<file path="src/rtl/coax_tx_arbiter.sv">
// coax_tx_arbiter: round-robin, whole-frame arbiter sharing one buffered coax
// transmitter between two requesters. Words stream into the transmitter buffer.
// The arbiter then strobes start, waits for the transmission to end, and
// enforces an idle gap before the next grant.
// Optional build macro COAX_TX_ARBITER_WATCHDOG_EN adds a wait-state watchdog.
module coax_tx_arbiter #(
    parameter int GAP_CLOCKS     = 16,
    parameter int TIMEOUT_CLOCKS = 65535
) (
    input  logic       clk,
    input  logic       reset,
    input  logic       req0_valid,
    input  logic [9:0] req0_data,
    input  logic       req0_last,
    input  logic       req0_protocol,
    input  logic       req0_parity,
    output logic       req0_ready,
    output logic       req0_done,
    input  logic       req1_valid,
    input  logic [9:0] req1_data,
    input  logic       req1_last,
    input  logic       req1_protocol,
    input  logic       req1_parity,
    output logic       req1_ready,
    output logic       req1_done,
    output logic [9:0] tx_data,
    output logic       tx_load_strobe,
    output logic       tx_start_strobe,
    output logic       tx_protocol,
    output logic       tx_parity,
    input  logic       tx_full,
    input  logic       tx_empty,
    input  logic       tx_ready,
    output logic [1:0] grant,
    output logic       busy,
    output logic       error
);

    typedef enum logic [2:0] {IDLE, LOAD, START, WAIT_BUSY, WAIT_DONE, GAP} state_t;

    state_t      state, state_nx;
    logic [1:0]  grant_nx;
    logic        ptr;        // requester preferred when both are valid
    logic        pick;       // winner index in IDLE
    logic        eligible;
    logic        accept;
    logic        sel_last;
    logic        done_nx;
    logic        error_nx;
    logic        wd_expire;
    logic [15:0] gap_cnt;

    // Winner selection: a lone valid requester wins, otherwise the pointer decides.
    assign pick     = (req0_valid & req1_valid) ? ptr : req1_valid;
    assign eligible = tx_empty & tx_ready & (req0_valid | req1_valid);

    // Only the owner sees ready, and only while loading with buffer room.
    assign req0_ready     = (state == LOAD) & grant[0] & ~tx_full;
    assign req1_ready     = (state == LOAD) & grant[1] & ~tx_full;
    assign accept         = (req0_valid & req0_ready) | (req1_valid & req1_ready);
    assign tx_load_strobe = accept;
    assign sel_last       = grant[1] ? req1_last : req0_last;
    assign tx_data        = (state != LOAD) ? 10'd0 : (grant[1] ? req1_data : req0_data);
    assign busy           = (state != IDLE);

`ifdef COAX_TX_ARBITER_WATCHDOG_EN
    logic [15:0] wd_cnt;

    // Watchdog counts every clock spent waiting on the transmitter.
    always_ff @(posedge clk or negedge reset) begin
        if (!reset)
            wd_cnt <= 16'd0;
        else if (state == START)
            wd_cnt <= 16'd0;
        else if (state == WAIT_BUSY || state == WAIT_DONE)
            wd_cnt <= wd_cnt + 16'd1;
    end

    assign wd_expire = (wd_cnt == 16'(TIMEOUT_CLOCKS - 1));
`else
    assign wd_expire = 1'b0;
`endif

    // Next-state logic; frame end and watchdog expiry both release the grant.
    always_comb begin
        state_nx = state;
        grant_nx = grant;
        done_nx  = 1'b0;
        error_nx = 1'b0;
        case (state)
            IDLE: if (eligible) begin
                state_nx = LOAD;
                grant_nx = pick ? 2'b10 : 2'b01;
            end
            LOAD: if (accept && sel_last) state_nx = START;
            START: state_nx = WAIT_BUSY;
            WAIT_BUSY: begin
                if (!tx_ready)
                    state_nx = WAIT_DONE;
                else if (wd_expire)
                    error_nx = 1'b1;
            end
            WAIT_DONE: begin
                if (tx_ready)
                    done_nx = 1'b1;
                else if (wd_expire)
                    error_nx = 1'b1;
            end
            GAP: if (gap_cnt == 16'(GAP_CLOCKS - 1)) state_nx = IDLE;
            default: state_nx = IDLE;
        endcase
        if (done_nx || error_nx) begin
            state_nx = (GAP_CLOCKS == 0) ? IDLE : GAP;
            grant_nx = 2'b00;
        end
    end

    // State, ownership, frame settings and one-clock pulses.
    always_ff @(posedge clk or negedge reset) begin
        if (!reset) begin
            state           <= IDLE;
            grant           <= 2'b00;
            ptr             <= 1'b0;
            tx_protocol     <= 1'b0;
            tx_parity       <= 1'b0;
            tx_start_strobe <= 1'b0;
            req0_done       <= 1'b0;
            req1_done       <= 1'b0;
            error           <= 1'b0;
        end else begin
            state           <= state_nx;
            grant           <= grant_nx;
            tx_start_strobe <= (state == LOAD) && (state_nx == START);
            req0_done       <= done_nx & grant[0];
            req1_done       <= done_nx & grant[1];
            error           <= error_nx;
            if (state == IDLE && eligible) begin
                ptr         <= ~pick;
                tx_protocol <= pick ? req1_protocol : req0_protocol;
                tx_parity   <= pick ? req1_parity : req0_parity;
            end
        end
    end

    // Gap counter runs only while in GAP.
    always_ff @(posedge clk or negedge reset) begin
        if (!reset)
            gap_cnt <= 16'd0;
        else if (state == GAP)
            gap_cnt <= gap_cnt + 16'd1;
        else
            gap_cnt <= 16'd0;
    end

endmodule
</file>
<file path="config.mk">
export PLATFORM = sky130hd
export DESIGN_NAME = coax_tx_arbiter
export DESIGN_NICKNAME = d
export VERILOG_FILES = /design/src/rtl/coax_tx_arbiter.sv
export SDC_FILE = /design/constraint.sdc
export NUM_CORES = 1
export LEC_CHECK = 0
export BUFFER_PORTS_ARGS = -buffer_cell sky130_fd_sc_hd__buf_2
export CAP_MARGIN = 20
export CORE_MARGIN = 2
export CORE_UTILIZATION = 28
export CTS_CLUSTER_DIAMETER = 100
export DETAILED_ROUTE_END_ITERATION = 12
export GPL_TIMING_DRIVEN = 0
export HOLD_SLACK_MARGIN = 0.06
export RECOVER_POWER = 100
export REMOVE_ABC_BUFFERS = 1
export SETUP_SLACK_MARGIN = 0.15
export SYNTH_ARGS = -nofsm -noshare
export SYNTH_HDL_FRONTEND = slang
export SYNTH_SLANG_ARGS = --single-unit
</file>
<file path="constraint.sdc">
create_clock -name clk -period 3.13 [get_ports clk]
set_input_delay 0 -clock clk [delete_from_list [all_inputs] [get_ports clk]]
set_output_delay 0 -clock clk [all_outputs]
set_load 0.02 [all_outputs]
</file>
==> metrics.cfg <==
[placement]
post-dp-hpwl_mm = 2.51
place_ws_ns = 1.26
dp_cells = 274
port-buffer-count = 53
place_area_mm2 = 0.00181
gp_congestion = 0.768

[global_routing]
grt_max_degree = 28
grt-ovfl-total = 0
antenna_found_initial = 0
grt_use_total_pct = 11.9
grt_pass1_vias = 1249
grt_pass1_wl_mm = 5.85

[finish]
fillers = 574
diodes = 0
area_delta_synth_final_pct = 24.5
final_cell_area_mm2 = 0.00186
nets = 249
stdcell_count = 284
layout-drive-gt1-share_pct = 16.8
post-route-util_pct = 36.2

[worst_setup_path]
critPathKind = reg -> reg
ff2ff_path_depth = 4
required_ns = 3.26
crit_fanout = 15
crit_path_end_kind = flop
arrival_ns = 1.99
start_kind = flop

[die]
initial_core_util_pct = 29.1
io_pins = 55
die_x_um = 77.1
rows = 26
core-area_mm2 = 0.00514
die_height_um = 77.1
die-area_mm2 = 0.00595

[sta]
fin_crit_sh_pct = 59.2
finalSetupViolations = 0
slew_viol_final = 0
tns_ns = 0
fin_ws_ns = 1.28
clock_skew_ns = 0.00232
relSlewSlack_pct = 3.40
tightest_slew_ns = 1.45
rsz0062_at_grt = false
hold_ws_ns = 0.0757
min_period_ns = 1.85
fmax_mhz = 540
final_hold_viol_count = 0

[clock_network]
cts_max_path_buffers = 2
cts_buffers = 3
ctsHoldBuffers = 6
postCtsSetupBuffers = 0
h-tree-depth = 1
cts_sinks = 27
cts_tree = built
ctsResizeCount = 0
clk_pin_slew_ns = 0.09
cts-root-buf = clkbuf_8
worstSkewPairLatency_ns = 0.27

[power_and_ir_drop]
total_leakage_power_nw = 0.796
power_density_mw_per_mm2 = 659
vdd_ir_drop_max_uv = 441
p_sw_share_pct = 44.2
p_total_mw = 1.23
p_int_mw = 0.686
switching_power_mw = 0.543
power_frac_comb_pct = 43.8
clockPowerShare_pct = 16.1
seqPwrFrac_pct = 40.1

[logic_synthesis]
ys_seq_area_share_pct = 45.2
ys_types = 40
synthArstFlopShare_pct = 100
yosysWarnings = 0
synth_most_common_cell = nor2_1
syn_inst = 157
synth-edff-count = 0
synth_ff_type = dfrtp_1
syn_area_mm2 = 0.00150
synthTopCellsByArea = dfrtp_1 (45%), mux2i_1 (10%), nor2_1 (7.0%)
synthTopCellsByCount = nor2_1 (28), dfrtp_1 (27), mux2i_1 (15)
yosysTopAreaCell = dfrtp_1
synth_top_area_share_pct = 45.2
avgSynthCellArea_um2 = 9.53
synth-seq-cells = 27

[route]
route.vias.total = 1306
route.detailed.drc = 0
drt_iter0_markers = 98
wl_mm = 3.45
dr.pass1.iters = 4
ant_nets = 0
wire_per_inst_um = 12.1
via_per_inst = 4.60

[hold_path]
min_path_type = in -> reg
hold_depth = 3

[status]
status = complete, no violations

[job]
drv_cap = 0

[registers in the layout, summed over array words and instances (netlist names)]
name,flops
grant,2
req1_done,1
ptr,1
gap_cnt,16
state,3
tx_start_strobe,1
tx_protocol,1
tx_parity,1
req0_done,1
[final timing paths]
check,startpoint,to,slack [ns]
max,state[2],state[0],1.28
min reg2reg,gap_cnt[0],gap_cnt[0],0.49
max in group asynchronous,reset,ptr,1.67
max reg2reg,state[2],state[0],1.28
min,req0_last,tx_start_strobe,0.08
min in group asynchronous,reset,gap_cnt[4],0.61
[cells by family (layout without fill, tap and decap cells)]
| logic type | count (synthesis) | after routing | share of synthesized area (%) |
|---|---|---|---|
| other | 1 | 1 | 0.251 |
| and+or+nand+nor | 75 | 75 | 26.7 |
| adders and majority gates | 1 | 1 | 0.836 |
| xor gates and xnor gates | 9 | 9 | 5.27 |
| DFF | 27 | 27 | 45.2 |
| AOI/OAI and AO/OA | 19 | 19 | 8.19 |
| muxes | 15 | 15 | 10.0 |
| buffers and inverters | 10 | 67 | 3.59 |
[layout by cell type, fill, tap and decap left out, drive strengths merged]
cell	count
nand2b	2
nor4	6
o21ai	5
or2	1
nor2	29
a22oi	1
dlygate4sd3	6
o311ai	1
clkbuf	25
nor3	2
and3	2
o21a	1
and2	4
nand4	5
buf	32
xor2	3
a311oi	1
mux2i	15
nor3b	2
or4	1
ha	1
and3b	1
nand3	6
or3	4
xnor2	6
a21oi	5
a31o	1
nand2	9
a41o	1
dfrtp	27
and4	1
inv	4
o211ai	2
conb	1
a31oi	1
[cell type report]
| type | count | area (µm²) | share of cell area, % |
|---|---|---|---|
| clock buffers | 4 | 45.0 | 2.42 |
| inverters | 4 | 15.0 | 0.806 |
| multi-input cells | 120 | 741 | 39.8 |
| flip-flops and latches | 27 | 676 | 36.3 |
| well taps | 70 | 87.6 | 4.70 |
| repair buffers | 59 | 299 | 16.1 |
[worst max-delay path, cell delays in order, from the launching register on]
cell and delay (ns):
dfrtp_1 0.44, inv_1 0.11, nand3_1 0.40, nor4_1 0.62, o211ai_1 0.14
[power groups by stage]
stage	logic, mW	registers [mW]	clock network, mW
after global routing	0.597	0.504	0.222
after detailed placement	0.571	0.499	0
final	0.538	0.493	0.198
after CTS	0.581	0.492	0.209
after floorplan	0.354	0.516	0
after global placement	0.564	0.496	0
[per-layer routing]
layer / vias up / track usage, % / routed length [µm]
met4: 0 / 3.21 / 12
li1: 668 / - / -
met1: 617 / 16.3 / 1660
met3: 2 / 2.47 / 79
met2: 19 / 19.1 / 1690
met5: - / 0 / 0
(Power assumes the default switching activity.)
